## config.mk

```make
export PLATFORM = sky130hd
export DESIGN_NAME = disp_packet_capture
export DESIGN_NICKNAME = d
export VERILOG_FILES = /design/src/rtl/disp_cap_pkg.sv /design/src/rtl/disp_packet_capture_debounce.sv /design/src/rtl/disp_packet_capture.sv
export SDC_FILE = /design/constraint.sdc
export NUM_CORES = 1
export LEC_CHECK = 0
export CAP_MARGIN = 20
export CORE_ASPECT_RATIO = 0.7
export CORE_MARGIN = 1.5
export CORE_UTILIZATION = 35
export CTS_BUF_LIST = sky130_fd_sc_hd__clkbuf_8
export CTS_CLUSTER_DIAMETER = 60
export DETAILED_ROUTE_END_ITERATION = 10
export SETUP_SLACK_MARGIN = 0.15
export SKIP_CTS_REPAIR_TIMING = 1
export SYNTH_ARGS = -nofsm -noshare
export SYNTH_HDL_FRONTEND = slang
export SYNTH_SLANG_ARGS = --single-unit
```

## constraint.sdc

```tcl
create_clock -name CLK -period 2.4 [get_ports CLK]
set_clock_uncertainty 0.2 [all_clocks]
set_input_delay 0.36 -clock CLK [delete_from_list [all_inputs] [get_ports CLK]]
set_output_delay 0.36 -clock CLK [all_outputs]
set_load 0.01 [all_outputs]
```

## src/rtl/disp_cap_pkg.sv

```systemverilog
// Shared packet definitions for the display packet capture block.
// Optional drop counter is enabled by defining DISP_CAP_DROP_CNT_EN.
package disp_cap_pkg;
  localparam int DISP_PKT_W   = 38;
  localparam int PKT_DATA_LSB = 0;
  localparam int PKT_DATA_MSB = 15;
  localparam int DROP_CNT_W   = 8;

  function automatic logic [PKT_DATA_MSB-PKT_DATA_LSB:0] pkt_data(
    input logic [DISP_PKT_W-1:0] pkt
  );
    return pkt[PKT_DATA_MSB:PKT_DATA_LSB];
  endfunction
endpackage

```

## src/rtl/disp_packet_capture_debounce.sv

```systemverilog
// Button debouncer: 2-flop synchronizer followed by a stability counter.
// RISE pulses in the cycle before LEVEL rises, so a consumer acts on the same edge LEVEL updates.
module disp_debounce #(
  parameter int DEB_CYCLES = 16
) (
  input  logic CLK,
  input  logic nRST,
  input  logic IN,
  output logic LEVEL,
  output logic RISE
);
  localparam int CW = (DEB_CYCLES > 2) ? $clog2(DEB_CYCLES) : 1;

  logic          sync1_q, sync2_q, level_q, level_d;
  logic [CW-1:0] cnt_q, cnt_d;
  logic          differ, accept;

  always_comb begin
    differ  = (sync2_q != level_q);
    accept  = differ && (cnt_q == CW'(DEB_CYCLES - 1));
    cnt_d   = '0;
    level_d = level_q;
    if (accept) begin
      level_d = sync2_q;
    end else if (differ) begin
      cnt_d = cnt_q + CW'(1);
    end
  end

  always_ff @(posedge CLK or negedge nRST) begin
    if (!nRST) begin
      sync1_q <= 1'b0;
      sync2_q <= 1'b0;
      level_q <= 1'b0;
      cnt_q   <= '0;
    end else begin
      sync1_q <= IN;
      sync2_q <= sync1_q;
      level_q <= level_d;
      cnt_q   <= cnt_d;
    end
  end

  assign LEVEL = level_q;
  assign RISE  = accept & sync2_q;
endmodule

```

## src/rtl/disp_packet_capture.sv

```systemverilog
// Packet snoop FIFO with a STEP-button-driven hold register feeding the 7-seg display.
// Define DISP_CAP_DROP_CNT_EN to add the saturating DROP_CNT output.
module disp_packet_capture
  import disp_cap_pkg::*;
#(
  parameter int DEPTH      = 4,
  parameter int DEB_CYCLES = 16,
  parameter int PKT_W      = DISP_PKT_W
) (
  input  logic                     CLK,
  input  logic                     nRST,
  input  logic                     PKT_VALID,
  input  logic [PKT_W-1:0]         PKT_IN,
  input  logic                     BTN_STEP,
  input  logic                     BTN_SEL,
  output logic [PKT_W-1:0]         PACKET_OUT,
  output logic                     HOLD_VALID,
  output logic [$clog2(DEPTH):0]   COUNT,
`ifdef DISP_CAP_DROP_CNT_EN
  output logic [DROP_CNT_W-1:0]    DROP_CNT,
`endif
  output logic                     OVF
  ,output logic                    DISP_SWITCH
);
  localparam int AW = $clog2(DEPTH);

  logic             step_pulse;
  logic             sel_level;
  logic [PKT_W-1:0] mem_q [DEPTH];
  logic [PKT_W-1:0] mem_d [DEPTH];
  logic [AW:0]      wr_ptr_q, wr_ptr_d, rd_ptr_q, rd_ptr_d;
  logic [PKT_W-1:0] hold_q, hold_d;
  logic             hold_valid_q, hold_valid_d;
  logic             ovf_q, ovf_d;
  logic             full, empty, pop, wr_en, drop;

  disp_debounce #(.DEB_CYCLES(DEB_CYCLES)) u_deb_step (
    .CLK(CLK), .nRST(nRST), .IN(BTN_STEP), .LEVEL(), .RISE(step_pulse)
  );

  disp_debounce #(.DEB_CYCLES(DEB_CYCLES)) u_deb_sel (
    .CLK(CLK), .nRST(nRST), .IN(BTN_SEL), .LEVEL(sel_level), .RISE()
  );

  // Extra wrap bit: equal pointers mean empty, differing only in MSB means full.
  always_comb begin
    empty = (wr_ptr_q == rd_ptr_q);
    full  = (wr_ptr_q[AW] != rd_ptr_q[AW]) && (wr_ptr_q[AW-1:0] == rd_ptr_q[AW-1:0]);
    pop   = step_pulse && !empty;
    wr_en = PKT_VALID && (!full || pop);
    drop  = PKT_VALID && full && !pop;
  end

  always_comb begin
    mem_d        = mem_q;
    wr_ptr_d     = wr_ptr_q;
    rd_ptr_d     = rd_ptr_q;
    hold_d       = hold_q;
    hold_valid_d = hold_valid_q;
    ovf_d        = ovf_q | drop;
    if (wr_en) begin
      mem_d[wr_ptr_q[AW-1:0]] = PKT_IN;
      wr_ptr_d                = wr_ptr_q + 1'b1;
    end
    if (pop) begin
      hold_d       = mem_q[rd_ptr_q[AW-1:0]];
      hold_valid_d = 1'b1;
      rd_ptr_d     = rd_ptr_q + 1'b1;
    end
  end

  always_ff @(posedge CLK or negedge nRST) begin
    if (!nRST) begin
      for (int i = 0; i < DEPTH; i++) mem_q[i] <= '0;
      wr_ptr_q     <= '0;
      rd_ptr_q     <= '0;
      hold_q       <= '0;
      hold_valid_q <= 1'b0;
      ovf_q        <= 1'b0;
    end else begin
      mem_q        <= mem_d;
      wr_ptr_q     <= wr_ptr_d;
      rd_ptr_q     <= rd_ptr_d;
      hold_q       <= hold_d;
      hold_valid_q <= hold_valid_d;
      ovf_q        <= ovf_d;
    end
  end

`ifdef DISP_CAP_DROP_CNT_EN
  logic [DROP_CNT_W-1:0] drop_cnt_q, drop_cnt_d;

  always_comb begin
    drop_cnt_d = drop_cnt_q;
    if (drop && (drop_cnt_q != {DROP_CNT_W{1'b1}})) drop_cnt_d = drop_cnt_q + 1'b1;
  end

  always_ff @(posedge CLK or negedge nRST) begin
    if (!nRST) drop_cnt_q <= '0;
    else       drop_cnt_q <= drop_cnt_d;
  end

  assign DROP_CNT = drop_cnt_q;
`endif

  assign PACKET_OUT  = hold_q;
  assign HOLD_VALID  = hold_valid_q;
  assign COUNT       = wr_ptr_q - rd_ptr_q;
  assign OVF         = ovf_q;
  assign DISP_SWITCH = sel_level;
endmodule
```

==> results of run 1 <==
-- metrics by stage --
stage,instance area [sq um],std cells,utilization [%],hold WS (ns)
finish,14590,1633,42.00,0.05811
global route,14590,1633,42.00,0.04243
CTS,14380,1623,41.39,-0.4479
detailed placement,13730,1566,39.53,0.1425
global placement,13730,1566,39.53,0.1337
floorplan,12360,1113,-,-0.1356
-- report_power, final --
group	switching, mW	internal (mW)
clock	1.50	1.60
sequential	0.906	4.92
combinational	4.22	4.03
total	6.63	10.5
-- path summary, 6_finish.rpt --
kind / startpoint / to / slack, ns / cells past startpoint
max: rd_ptr_q[0]$_DFFE_PN0P_ / COUNT[2] / -0.1 / 5
min: BTN_STEP / u_deb_step.sync1_q$_DFF_PN0_ / 0.06 / 1
max reg2reg: wr_ptr_q[1]$_DFFE_PN0P_ / PACKET_OUT[16]$_DFFE_PN0P_ / 0.20 / 6
min reg2reg: u_deb_sel.sync1_q$_DFF_PN0_ / u_deb_sel.sync2_q$_DFF_PN0_ / 0.15 / 0
max in group asynchronous: nRST / PACKET_OUT[16]$_DFFE_PN0P_ / 1.12 / 3
min in group asynchronous: nRST / u_deb_sel.cnt_q[2]$_DFF_PN0_ / 0.15 / 2
-- placed cells by master, fill, tap and decap left out, types with 2 or more instances in the layout --
cell,n
a211oi_4,2
and3_1,2
ha_4,2
mux4_2,38
dfrtp_1,210
ha_2,4
buf_8,2
clkbuf_16,2
clkdlybuf4s50_1,81
buf_6,8
o2111ai_1,155
xnor2_2,2
clkbuf_8,43
ha_1,3
buf_16,2
a21bo_2,153
nand2_1,156
buf_12,14
mux2_1,3
mux2_2,38
xor2_1,6
and2_2,4
o211ai_1,155
inv_1,18
nand2b_1,4
xnor2_1,2
nor2_1,6
buf_4,27
dfrtp_2,2
nand3_1,3
-- state kept, by name (all words and copies together), names as in the netlist, 3 cells and up --
signal / flops
mem_q: 152
PACKET_OUT: 38
u_deb_sel.cnt_q: 4
u_deb_step.cnt_q: 4
rd_ptr_q: 3
wr_ptr_q: 3
-- critical path: cells and delay by family (launching register included) --
kind | cells | cell delay, ns
XOR/XNOR | 1 | 0.20
flip-flops | 1 | 0.42
buffers and inverters | 2 | 0.24
adder cells (fa/ha/maj) | 2 | 0.53
-- cells in the mapped netlist --
master     count  area [sq um]
a21bo_2      153          1531
nand3_1        4         20.02
and3_1         2         12.51
o2111ai_1    155          1358
buf_1          6         22.52
a21o_1         1         7.510
a211oi_4       1         20.02
and2_1         6         37.54
buf_4          1         7.510
xnor2_1        3         26.28
buf_2         41         205.2
mux4_2        38         855.8
dfrtp_1      212          5305
nor2b_1        1         6.260
o211ai_1     155          1164
clkbuf_1      94         352.8
buf_6          5         56.30
o2111a_1       1         11.26
or2_2          1         6.260
inv_1          6         22.52
mux2_2        38         427.9
mux2_1         3         33.78
nor2_1         6         22.52
a211oi_2       1         12.51
fa_1           1         20.02
nand2b_1       5         31.28
nand2_1      156         585.6
xnor2_2        1         16.27
ha_1           9         112.6
xor2_1         7         61.31
-- kinds of logic (layout without fill, tap and decap cells) --
group / count (synthesis) / after routing
AO/OA/AOI/OAI: 467 / 467
flip-flops: 212 / 212
AND/OR/NAND/NOR: 181 / 181
buffers and inverters: 153 / 201
multiplexers: 79 / 79
XOR/XNOR: 11 / 11
adder cells (fa/ha/maj): 10 / 10
-- layer usage --
metal	up-vias	part of all wire, %	GRT usage (%)	routed length [um]
li1	4412	-	-	-
met1	5126	48	30.72	18020
met2	314	46	30.27	17260
met3	43	5.4	3.422	2038
met4	0	1.5	5.479	582
met5	-	0	0	0
-- final cells by class --
| cell class | count | area (sq um) |
|---|---|---|
| Clock buffer | 43 | 591.8 |
| Clock inverter | 14 | 53.80 |
| Fill cell | 3333 | 20150 |
| Inverter | 6 | 22.52 |
| Multi-Input combinational cell | 748 | 6479 |
| Sequential cell | 212 | 5308 |
| Tap cell | 472 | 590.6 |
| Timing Repair Buffer | 138 | 1541 |
==> flow_summary.toml, run 1 <==
[critical_path]
crit_required_ns = 1.84
cp-start-kind = "flip-flop"
critPathMaxFanout = 2
critPathCaptureType = "output pin"
crit_arrival_ns = 1.94
crit_slowest_cell = "dfrtp_2"
critPathMaxStageDelay_ns = 0.42
crit_type = "reg -> out"
path_cells = "ha_4 -> fa_2 -> xnor2_2 -> buf_4 -> buf_6"

[finish]
diodes = 0
drive_gt1_share_pct = 30.23
syn_to_final_growth_pct = 18.09
nets = 1194

[timing]
worstMarginPinSlew_ns = 0.9289
timing.final.crit_period_ns = 2.498
finalWorstSetupSlack_ns = -0.09769
period_share_pct = 104.1
setup_viol = 2
rsz0062_at_grt = "true"
fmax_mhz = 400.4
hold_viol_final = 0
fin_setup_tns_ns = -0.1362
relSlewSlack_pct = 38.07
slew_viol_final = 0

[grt]
grt_pass1_vias = 9991
grt-ovfl-total = 0
grt_max_degree = 158
grt_pass1_wl_um = 59220
track_usage_pct = 20.48
antenna_found_initial = 0

[placed_design]
dp_hpwl_um = 18980
io_buffer_count = 86
pre_cts_ws_ns = -0.1329
globalplace.congestion = 0.7336

[drt]
drtIter0Drc = 917
dr_total_vias = 9895
drt-wirelength-per-cell_um = 23.21
ant_nets = 0
wirelength_um = 37910
viasPerCell = 6.059
drcViolationCount = 0
dr.pass1.iters = 5

[clock_network]
htreeDepth = 2
cts_tree = "built"
cts_root_buf = "clkbuf_8"
clk_path_buf_depth = 3
clkSinkCount = 212
cts_buffers = 35
clock_latency_ns = 0.55
cts.clk_slew.worst_paths_ns = 0.06

[logic_synthesis]
synth_mux_area_share_pct = 10.67
synth_top_family_by_area = "compound AO/OA/AOI/OAI gates"
synthSimpleGateAreaFrac_pct = 5.845
syn_area_per_cell_sq_um = 11.10
synthXorXnorAreaFrac_pct = 0.8408
synth_compound_area_share_pct = 33.23
syn_area_sq_um = 12350
synthAdderAreaFrac_pct = 1.074
synth_fp_nets = 1166
ys_types = 30
synth_seq_cells = 212
netlist_instances = 1113
ys_seq_area_share_pct = 42.95
synth_warnings = 0

[power_and_ir_drop]
power_mw = 17.17
power_density_nw_per_um2 = 1177
vdd_drop_max_mv = 0.8005
p_leak_nw = 5.423

[die]
row_count = 57
die_h_um = 160.2
start_util_pct = 35.56
dieArea_sq_um = 36450
core-area_sq_um = 34730
io-pin-count = 87
die_x_um = 227.5

[min_path]
min-delay-path-class = "in -> reg"

[outcome]
violations = "negative setup slack"
status = "complete, but fails checks"

[flow_run]
max_cap_viol_count = 0
Note: power is estimated with default switching activity, not from simulation.
==> inputs of run 2 (changes only) <==
Settings changed: PLACE_DENSITY_LB_ADDON set to 0.08.
==> run 2 against run 1 <==
Against the previous run:
- the run still ends with negative setup slack left
- sequential power barely moved
- non-clock buffer count increased by 14
- first-iteration DRC count shrank 3.6%
- clock power rose by 11%
- critical path depth unchanged
- total power increased by 4.4%
- utilization up 1.1 points
- clock-buffer cell count is 6 higher
==> flow_summary.toml, run 2 (synthesized netlist as in run 1, its figures left out) <==
[power_and_ir_drop]
p_int_mw = 11.04
net-switching-power_mw = 6.895
power_frac_comb_pct = 48.2
p_leak_nw = 5.600
power_density_nw_per_um2 = 1198
p_seq_share_pct = 32.6
vdd_drop_max_mv = 0.6804
pwr-share-clk_pct = 19.2
swShare_pct = 38.44

[timing]
slew_viol_final = 0
timing.final.crit_period_ns = 2.487
rsz0062_at_grt = "true"
period_share_pct = 103.6
relSlewSlack_pct = 30.07
fmax_mhz = 402.2
finalWorstSetupSlack_ns = -0.08652
worstMarginPinSlew_ns = 1.049
setup_viol = 2
hold_viol_final = 0

[finish]
syn_to_final_growth_pct = 21.24
nets = 1212
diodes = 0
drive_gt1_share_pct = 31.76
top_register = "mem_q"
finish.utilization_pct = 43.12
final_cell_count_no_fill = 1656
largest_reg_flops = 152
layout_common_cells = "dfrtp_1, nand2_1, o2111ai_1, o211ai_1, a21bo_2"
final_common_cell = "dfrtp_1"
final_area_sq_um = 14980

[die]
die_x_um = 227.5
io-pin-count = 87
row_count = 57
start_util_pct = 35.56
core-area_sq_um = 34730
dieArea_sq_um = 36450
die_h_um = 160.2

[clock_network]
clk_path_buf_depth = 3
cts_buffers = 39
cts.clk_slew.worst_paths_ns = 0.06
clock_latency_ns = 0.56
htreeDepth = 2
cts_root_buf = "clkbuf_8"
cts_tree = "built"
clkSinkCount = 212

[critical_path]
rr_startpoint = "wr_ptr_q[1]$_DFFE_PN0P_"
cp-start-kind = "flip-flop"
critPathCaptureType = "output pin"
critPathMaxFanout = 3
crit_arrival_ns = 1.93
path_delay_family = "adder cells"
cp_num_buf_inv = 2
path_cells = "ha_4 -> fa_2 -> xnor2_1 -> buf_4 -> buf_6"
crit_type = "reg -> out"
crit_path_start = "rd_ptr_q[0]$_DFFE_PN0P_"
crit_slowest_cell = "dfrtp_2"
critPathMaxStageDelay_ns = 0.43
crit_required_ns = 1.84

[flow_run]
max_cap_viol_count = 0

[drt]
viasPerCell = 6.005
dr_total_vias = 9944
dr.pass1.iters = 4
ant_nets = 0
drtIter0Drc = 884
drcViolationCount = 0
drt-wirelength-per-cell_um = 24.91
wirelength_um = 41260
met2_length_um = 18240
dr.max_layer_used = "met4"
wl_met3_um = 2354
wl_met1_um = 19920

[grt]
grt_pass1_wl_um = 62270
track_usage_pct = 21.99
antenna_found_initial = 0
grt_pass1_vias = 9954
grt-ovfl-total = 0
grt_max_degree = 156

[placed_design]
pre_cts_ws_ns = 0.03804
io_buffer_count = 86
dp_hpwl_um = 20480
globalplace.congestion = 0.7179
post-place-cells = 1575
place_area_sq_um = 13890

[outcome]
violations = "negative setup slack"
status = "complete, but fails checks"

[min_path]
min-delay-path-class = "in -> reg"
min_from = "BTN_SEL"
run 2: cell types whose count changed in the layout (fill, tap and decap cells not counted), sizes merged:
cell,before,now
clkinv,1,5
inv,19,18
clkbuf,45,55
buf,53,63
run 2: final timing paths:
check	to	slack [ns]	cells past startpoint
min in group asynchronous	mem_q[39]$_DFFE_PN0P_	0.11	2
min	u_deb_sel.sync1_q$_DFF_PN0_	0.05	1
max reg2reg	PACKET_OUT[26]$_DFFE_PN0P_	0.19	7
max	COUNT[2]	-0.09	5
max in group asynchronous	PACKET_OUT[18]$_DFFE_PN0P_	1.25	3
min reg2reg	u_deb_sel.sync2_q$_DFF_PN0_	0.15	0
run 2: area by class of cell:
cell class                 instances  area [sq um]
multi-input combinational        748          6513
timing repair buffer             152          1798
inverter                           6         22.52
clock buffer                      49         674.4
clock inverter                    17         70.07
sequential                       212          5308
tap                              472         590.6
fill                            3281         19760
run 2: worst register-to-register path: cells and delay by family, from the launching register on:
| kind | cells | cell delay [ns] |
|---|---|---|
| flip-flops | 1 | 0.39 |
| buffers and inverters | 3 | 0.50 |
| multiplexers | 1 | 0.35 |
| adder cells (fa/ha/maj) | 1 | 0.21 |
| AO/OA/AOI/OAI | 1 | 0.28 |
| AND/OR/NAND/NOR | 1 | 0.16 |
run 2: routing by layer:
metal / track usage [%] / vias to the layer above
li1: - / 4459
met1: 33.61 / 5154
met2: 31.90 / 270
met3: 3.606 / 61
met4: 5.689 / 0
met5: 0 / -
run 2: stage by stage:
stage / power, mW / TNS, ns / hold WS, ns
after detailed placement: 14.19 / 0 / 0.1001
after floorplan: 11.51 / 0 / -0.1356
final: 17.94 / -0.1301 / 0.05112
after CTS: 17.70 / -1.265 / -0.5019
after global placement: 14.07 / 0 / 0.1014
after global routing: 19.12 / -0.2727 / 0.03535
run 2: power by group through the flow:
stage,clock network (mW),logic (mW),registers (mW)
after floorplan,0,5.96,5.55
after global placement,0,8.23,5.84
after detailed placement,0,8.32,5.88
after CTS,3.56,8.32,5.83
after global routing,3.73,9.37,6.02
final,3.44,8.64,5.85
==> inputs of run 3 (changes only) <==
Settings changed: DONT_BUFFER_PORTS set to 1.
==> run 3 against run 2 <==
Against the previous run:
- the flow finishes with violations (negative hold slack, negative setup slack)
- via count decreased by 2.0%
- sequential share of layout area is 1.8 points higher
- sequential power hardly changed
- fmax up 2.5%
- setup slack better by 0.060 ns
- combinational power is 5.2% lower
- cell area shrank 4.9%
- first-iteration DRC count decreased by 6.4%
- wire length up 1.3%
==> flow_summary.toml, run 3 (synthesized netlist as in run 1, its figures left out) <==
[outcome]
status = "complete, but fails checks"
violations = "negative hold slack, negative setup slack"

[clock_network]
htreeDepth = 2
clock_latency_ns = 0.57
cts_tree = "built"
clkSinkCount = 212
clk_path_buf_depth = 3
cts.clk_slew.worst_paths_ns = 0.06
cts_buffers = 40
cts_root_buf = "clkbuf_8"

[critical_path]
critPathMaxFanout = 2
crit_required_ns = 1.84
crit_type = "reg -> out"
rr_startpoint = "wr_ptr_q[0]$_DFFE_PN0P_"
cp-start-kind = "flip-flop"
critPathCaptureType = "output pin"
crit_arrival_ns = 1.87
rr_worst_depth = 7
rrSetupSlack_ns = 0.13
r2r_end = "PACKET_OUT[5]$_DFFE_PN0P_"

[timing]
relSlewSlack_pct = 33.12
worstMarginPinSlew_ns = 1.003
slew_viol_final = 0
hold_viol_final = 366
period_share_pct = 101.1
timing.final.crit_period_ns = 2.427
rsz0062_at_grt = "true"
fmax_mhz = 412.0
finalWorstSetupSlack_ns = -0.02700
hold_slack_ns = -0.6878
setup_viol = 1

[die]
io-pin-count = 87
row_count = 57
dieArea_sq_um = 36450
core-area_sq_um = 34730
start_util_pct = 35.56
die_x_um = 227.5
die_h_um = 160.2

[drt]
ant_nets = 0
dr_total_vias = 9743
wirelength_um = 41790
drcViolationCount = 0
drt-wirelength-per-cell_um = 26.28
dr.pass1.iters = 5
viasPerCell = 6.128
drtIter0Drc = 827

[finish]
final_cell_count_no_fill = 1590
drive_gt1_share_pct = 30.98
largest_reg_flops = 152
nets = 1147
top_register = "mem_q"
syn_to_final_growth_pct = 15.33
final_area_sq_um = 14240
final_common_cell = "dfrtp_1"
layout_common_cells = "dfrtp_1, nand2_1, o2111ai_1, o211ai_1, a21bo_2"

[placed_design]
place_area_sq_um = 12790
io_buffer_count = 0
globalplace.congestion = 0.7018
post-place-cells = 1466
dp_hpwl_um = 18140

[flow_run]
max_cap_viol_count = 0

[grt]
grt_pass1_wl_um = 62520
track_usage_pct = 21.99
grt-ovfl-total = 0
grt_max_degree = 213
grt_pass1_vias = 9539
antenna_found_initial = 2

[power_and_ir_drop]
power_density_nw_per_um2 = 1232
p_leak_nw = 5.285
power_mw = 17.55
vdd_drop_max_mv = 1.285

[min_path]
min-delay-path-class = "in -> async"
[run 3: cell count changes in the layout (fill, tap and decap cells not counted), moves of 3 or more]
| cell | delta |
|---|---|
| inv_1 | +4 |
| mux2_4 | -3 |
| buf_4 | -17 |
| clkdlybuf4s50_1 | -81 |
| clkinv_2 | -5 |
| buf_12 | -6 |
| mux2_2 | +5 |
| dlygate4sd3_1 | +43 |
[run 3: metal layers]
| layer | routed length, um | part of all wire, % | global-route usage [%] |
|---|---|---|---|
| met1 | 21030 | 50 | 34.30 |
| met3 | 2214 | 5.3 | 4.103 |
| met4 | 564 | 1.3 | 4.666 |
| met2 | 17970 | 43 | 31.21 |
| met5 | 13 | 0.031 | 0 |
[run 3: cell type report]
type | count | area [sq um]
Antenna cell | 1 | 2.502
Clock buffer | 47 | 646.9
Inverter | 6 | 22.52
Tap cell | 472 | 590.6
Sequential cell | 212 | 5308
Clock inverter | 18 | 93.84
Fill cell | 3350 | 20490
Timing Repair Buffer | 86 | 1079
Multi-Input combinational cell | 748 | 6502
[run 3: stage by stage]
| step | setup slack [ns] | setup TNS (ns) | hold WS [ns] | utilization, % |
|---|---|---|---|---|
| floorplan | 0.1759 | 0 | -0.1356 | - |
| global placement | 0.1073 | 0 | -0.1292 | 36.82 |
| detailed placement | 0.1155 | 0 | -0.1263 | 36.82 |
| CTS | -0.2074 | -0.3398 | -0.7212 | 38.95 |
| global route | -0.09718 | -0.1405 | -0.7154 | 41.01 |
| finish | -0.02700 | -0.02700 | -0.6878 | 41.01 |
[run 3: critical path: stages (launching register included)]
cell and delay (ns):
dfrtp_2 0.44, ha_4 0.17, fa_2 0.40, xnor2_1 0.13
buf_4 0.16
[run 3: power by group]
part           switching (mW)  internal (mW)  total, mW
Sequential              0.941           4.92       5.86
Clock                    1.64           1.86       3.50
Combinational            4.21           3.98       8.19
Total                    6.79           10.8       17.5
[run 3: worst max path at each step]
| stage | cells after the start | slack (ns) | startpoint | end |
|---|---|---|---|---|
| floorplan | 7 | 0.18 | rd_ptr_q[1]$_DFFE_PN0P_ | PACKET_OUT[12]$_DFFE_PN0P_ |
| global placement | 6 | 0.11 | rd_ptr_q[1]$_DFFE_PN0P_ | PACKET_OUT[22]$_DFFE_PN0P_ |
| detailed placement | 6 | 0.12 | rd_ptr_q[1]$_DFFE_PN0P_ | PACKET_OUT[28]$_DFFE_PN0P_ |
| CTS | 4 | -0.21 | rd_ptr_q[1]$_DFFE_PN0P_ | COUNT[2] |
| global route | 4 | -0.1 | rd_ptr_q[0]$_DFFE_PN0P_ | COUNT[2] |
| finish | 4 | -0.03 | rd_ptr_q[0]$_DFFE_PN0P_ | COUNT[2] |
==> variant 1 (config.mk and constraints of run 1) <==
`DEB_CYCLES` is set to 16 in 2 places; all go to 32.
--- a/src/rtl/disp_packet_capture_debounce.sv
+++ b/src/rtl/disp_packet_capture_debounce.sv
@@ -1,7 +1,7 @@
 // Button debouncer: 2-flop synchronizer followed by a stability counter.
 // RISE pulses in the cycle before LEVEL rises, so a consumer acts on the same edge LEVEL updates.
 module disp_debounce #(
-  parameter int DEB_CYCLES = 16
+  parameter int DEB_CYCLES = 32
 ) (
   input  logic CLK,
   input  logic nRST,
--- a/src/rtl/disp_packet_capture.sv
+++ b/src/rtl/disp_packet_capture.sv
@@ -4,7 +4,7 @@
   import disp_cap_pkg::*;
 #(
   parameter int DEPTH      = 4,
-  parameter int DEB_CYCLES = 16,
+  parameter int DEB_CYCLES = 32,
   parameter int PKT_W      = DISP_PKT_W
 ) (
   input  logic                     CLK,
Function: no difference found for any inputs over 10 cycles, from zero or initial values and one cycle with nRST low; that may be too few to reach the edited logic, so the function may still have changed.
==> variant 1 against run 1 <==
- critical path type unchanged
- synthesized cell count decreased by 39%
- clock power decreased by 5%
- combinational power decreased by 15%
- cell area decreased by 3.5%
- largest power group unchanged
- the flow still finishes with violations (setup timing)
- highest routed layer unchanged
- critical endpoint is now COUNT[1]
- wire length decreased by 25%
- sequential cell count increased by 2
- synthesized area decreased by 25%
- critical path depth decreased by 1
- power decreased by 8.0%
- setup slack improved by 0.081 ns
==> variant 1: results (changes against run 1) <==
Place
  • Placed instance count: 1,114 (-29%)
  • GPL Wtd Cong: 0.712 (-2.9%)
  • Port buffer count: 86 (unchanged)
  • HPWL after DPL: 14,000 um (-26%)

Clocking
  • Total CTS buffers: 34 (-2.9%)
  • Clock Path Buffers: 3 (unchanged)
  • Worst skew pair latency: 0.52 ns (-0.03 ns)

GRT
  • GR Util All Layers: 0.169 (-0.0361)
  • GR met2 Demand/Resource: 0.259 (-0.0438)
  • Met3 Use GR: 0.0342 (-0.0000491)
  • Initial antenna violation count: 0 (unchanged)
  • Met1 usage: 0.248 (-0.0591)
  • First-pass GRT wire length: 36,400 um (-38%)
  • Largest net degree at the start of global routing: 62 (-61%)
  • Vias in the first global route: 6,278 (-37%)

Pwr
  • P_sw: 0.00532 W (-20%)
  • LEAKAGE: 5.84 nW (+7.6%)
  • Peak VDD IR: 0.486 mV (-39%)

Finish
  • Fill cell count: 2,108 (-37%)
  • Largest register by flop count: mem_q
  • Fin cells: 1,220 (-25%)
  • Number of flip-flops in the largest register: 152 (unchanged)
  • Layout cell share with drive strength beyond 1: 0.457 (+0.154)
  • Fin nets: 898 (-25%)

Yosys
  • Top post-synthesis cells by area: dfrtp_1 58%, o2bb2ai_1 11%, mux2_2 9.7%, mux4_2 9.2%, nand2_1 4.7%
  • FFs w/ async S/R, synth: 1.00 (unchanged)
  • Most frequent cells after synthesis: 214 x dfrtp_1, 116 x nand2_1, 114 x o2bb2ai_1
  • Sequential area share after synthesis: 0.577 (+0.147)
  • Mapped Cells: 678 (-39%)
  • Post-synth net total: 733 (-37%)

Status
  • Status: finished with violations
  • Violated checks: setup timing

Detailed routing
  • Number of DRC markers in iteration 0: 405 (-56%)
  • WL/cell: 23.3 um (+0.30%)
  • DR vias: 6,447 (-35%)
  • DR pass1 iterations: 6 (+1)

Timing
  • Max-slew headroom: 0.402 (+0.0211)
  • Setup ws final: -0.0170 ns (+0.0807 ns)
  • Final setup fails: 2 (unchanged)

Setup path
  • Worst setup path startpoint: rd_ptr_q[0]
  • Critical Path AT: 1.86 ns (-0.08 ns)
  • Crit path max fanout: 2 (unchanged)
  • Reg-to-Reg Start: u_deb_step.cnt_q[1]

Hold path
  • Hold path startpoint: BTN_SEL
-- variant 1: cell count changes after synthesis, moves of 40 or more --
cell and delta:
a21bo_2 -153, clkbuf_1 -69, mux2_2 +42, nand2_1 -40
o2111ai_1 -155, o211ai_1 -154, o2bb2ai_1 +114
-- variant 1: worst max-delay path, cell delays in order (launching register included) --
cell,delay (ns)
dfrtp_4,0.49
ha_4,0.16
fa_2,0.53
inv_2,0.05
buf_6,0.11
-- variant 1: kinds of logic (layout without fill, tap and decap cells) --
logic type,after synthesis,in the layout,share of synthesized area
AOI/OAI and AO/OA,124,124,0.117
xor gates and xnor gates,12,12,0.0113
adders and majority gates,12,12,0.0170
buffers and inverters,58,243,0.0276
DFF,214,214,0.577
muxes,118,118,0.189
and+or+nand+nor,140,140,0.0610
-- variant 1: path summary, 6_finish.rpt --
check / end / slack (ns) / depth (start not counted)
worst max-delay path: COUNT[1] / -0.02 / 4
worst min-delay path: u_deb_sel.sync1_q / 0.09 / 1
worst max register to register: mem_q[126] / 0 / 9
worst min register to register: u_deb_step.sync2_q / 0.15 / 0
max in group asynchronous: mem_q[4] / 1.10 / 3
min in group asynchronous: PACKET_OUT[14] / 0.19 / 2
-- variant 1: per-stage QoR --
step                setup TNS [ns]  instance area [um^2]  hold WS, ns   util  worst slack [ns]
finish                     -0.0177                 14100       0.0905  0.544           -0.0170
floorplan                        0                  9390       -0.136      -             0.127
detailed placement          -0.300                 11000        0.136  0.424           -0.0244
global placement           -0.0446                 11000        0.135  0.424           -0.0431
global route                 -2.37                 14100       0.0585  0.544           -0.0805
CTS                          -2.25                 11600       -0.415  0.448            -0.586
-- variant 1: final cells by class --
type,instances,area share
Tap cell,357,0.0317
Inverter,5,0.00133
Clock inverter,16,0.00462
Sequential cell,214,0.381
Clock buffer,40,0.0391
Multi-Input combinational cell,406,0.374
Timing Repair Buffer,182,0.168
-- variant 1: routing by layer --
metal | vias to the layer above | share of wire
li1 | 2838 | -
met1 | 3371 | 0.46
met2 | 205 | 0.46
met3 | 33 | 0.065
met4 | 0 | 0.013
met5 | - | 0
-- variant 1: power groups by stage --
| stage | Sequential [W] | Clock (W) | Combinational [W] |
|---|---|---|---|
| finish | 0.00588 | 0.00294 | 0.00698 |
| CTS | 0.00553 | 0.00300 | 0.00397 |
| floorplan | 0.00537 | 0 | 0.00270 |
| global route | 0.00601 | 0.00318 | 0.00733 |
| global placement | 0.00555 | 0 | 0.00387 |
| detailed placement | 0.00555 | 0 | 0.00398 |
==> variant 2 (flow settings as in run 1) <==
Without the edit above. Take the reset off `hold_q` and load it in a clocked block of its own.
--- a/src/rtl/disp_packet_capture.sv
+++ b/src/rtl/disp_packet_capture.sv
@@ -74,17 +74,19 @@
       for (int i = 0; i < DEPTH; i++) mem_q[i] <= '0;
       wr_ptr_q     <= '0;
       rd_ptr_q     <= '0;
-      hold_q       <= '0;
       hold_valid_q <= 1'b0;
       ovf_q        <= 1'b0;
     end else begin
       mem_q        <= mem_d;
       wr_ptr_q     <= wr_ptr_d;
       rd_ptr_q     <= rd_ptr_d;
-      hold_q       <= hold_d;
       hold_valid_q <= hold_valid_d;
       ovf_q        <= ovf_d;
     end
+  end
+
+  always_ff @(posedge CLK) begin
+    hold_q <= hold_d;
   end
 
 `ifdef DISP_CAP_DROP_CNT_EN
Check against the original RTL: no difference found for any inputs over 10 cycles, from zero or initial values and one cycle with nRST low; that may be too few to reach the edited logic, so the function may still have changed.
==> variant 2 against run 1 <==
- the run still ends with setup timing left
- clock power rose by 8.4%
- critical path type unchanged
- wire length down 1.4%
- setup slack better by 0.019 ns
- count of clock-buffer cells in the layout grew 6
- first-iteration DRC count grew 3.2%
- cell area down 0.68%
- critical path depth stayed put
- synthesized area shrank 2.5%
- power grew 3.3%
- sequential cell count unchanged
==> variant 2: results (changes against run 1) <==
GRT
  • First-pass GRT wire length: 57,900 um (-2.1%)
  • Vias in the first global route: 9,646 (-3.5%)
  • Largest net degree at the start of global routing: 108 (-32%)
  • GR Util All Layers: 0.208 (+0.00333)

Hold path
  • Hold Crit Class: in -> reg

Place
  • HPWL after DPL: 19,900 um (+5.1%)
  • DP Area: 13,700 um^2 (-0.47%)
  • GPL Wtd Cong: 0.738 (+0.59%)

Setup path
  • Critical Path AT: 1.92 ns (-0.02 ns)
  • Crit path max fanout: 2 (unchanged)

Detailed routing
  • Met3 WL: 2250 um (+10%)
  • DR vias: 9,719 (-1.8%)
  • Number of DRC markers in iteration 0: 946 (+3.2%)
  • Wire length on met1: 17,800 um (-1.1%)

Finish
  • Fill cell count: 3,174 (-4.8%)
  • Fin nets: 1,167 (-2.3%)
  • Layout cell share with drive strength beyond 1: 0.292 (-0.00996)

Clocking
  • Worst skew pair latency: 0.55 ns (about the same)

Yosys
  • Post-synth EDFFs: 38 (+38)
  • FFs w/ async S/R, synth: 0.821 (-0.179)
  • Post-synth net total: 1,124 (-3.6%)
  • Unique masters post-synth: 27 (-10%)
  • Sequential area share after synthesis: 0.456 (+0.0268)
  • Most frequent cells after synthesis: 174 x dfrtp_1, 156 x nand2_1, 155 x o2111ai_1, 155 x o211ai_1, 153 x a21bo_2
  • Top post-synthesis cells by area: dfrtp_1 36%, a21bo_2 13%, o2111ai_1 11%, o211ai_1 9.7%, edfxtp_1 9.5%

Pwr
  • Peak VDD IR: 0.812 mV (+1.4%)
  • LEAKAGE: 5.13 nW (-5.5%)

Timing
  • Final setup fails: 2 (unchanged)
  • Setup ws final: -0.0785 ns (+0.0192 ns)
  • Max-slew headroom: 0.365 (-0.0155)

Status
  • Violated checks: setup timing
  • Status: finished with violations
## variant 2: changes by cell type after synthesis, moves of 3 or more
cell      delta
buf_1        +4
mux2_2      -35
clkbuf_1    +12
buf_6        -5
edfxtp_1    +38
buf_2       -21
buf_4        +6
mux2_1       -3
dfrtp_1     -38
## variant 2: stage by stage
step | instances | TNS [ns] | setup slack [ns] | util
after floorplan | 1071 | -15.23 | -0.442 | -
after global placement | 1535 | 0 | 0.0118 | 0.405
after detailed placement | 1535 | 0 | 0.0133 | 0.405
after CTS | 1597 | -1.22 | -0.600 | 0.427
after global routing | 1603 | -0.202 | -0.138 | 0.430
final | 1603 | -0.0949 | -0.0785 | 0.430
## variant 2: routing by layer
layer,track usage,up-vias
met1,0.303,5018
met3,0.0455,56
met2,0.309,321
met5,0.00842,-
li1,-,4324
met4,0.0562,0
## variant 2: final cells by class
class                           instances  area [um^2]  area share
Clock buffer                           49          674      0.0465
Clock inverter                         13         52.6     0.00363
Inverter                                6         25.0     0.00173
Multi-Input combinational cell        710         6050       0.417
Sequential cell                       212         5500       0.379
Tap cell                              464          581      0.0401
Timing Repair Buffer                  149         1610       0.111
## variant 2: cells by family after synthesis
family / share of synthesized area
XOR/XNOR: 0.00800
multiplexers: 0.0739
buffers and inverters: 0.0507
flip-flops: 0.456
AO/OA/AOI/OAI: 0.340
AND/OR/NAND/NOR: 0.0599
adder cells (fa/ha/maj): 0.0110
## variant 2: where the power goes
part	total (W)	leakage, nW	switching, W	internal [W]
clock network	0.00336	0.416	0.00155	0.00181
logic	0.00836	2.42	0.00417	0.00420
registers	0.00603	2.28	0.000928	0.00510
total	0.0177	5.13	0.00664	0.0111
## variant 2: worst reg2reg max path, cell delays in order, from the launching register on
cell and delay [ns]:
dfrtp_2 0.39, buf_4 0.76, mux4_2 0.62
## variant 2: path summary, 6_finish.rpt
path | start | endpoint | slack, ns | cells past startpoint
setup / recovery | rd_ptr_q[0] | COUNT[2] | -0.08 | 5
max in group asynchronous | nRST | rd_ptr_q[1] | 1.29 | 3
hold / removal | BTN_SEL | u_deb_sel.sync1_q | 0.05 | 1
setup reg to reg | rd_ptr_q[0] | PACKET_OUT[1] | 0.15 | 2
hold reg to reg | u_deb_step.sync1_q | u_deb_step.sync2_q | 0.15 | 0
min in group asynchronous | nRST | mem_q[24] | 0.07 | 2
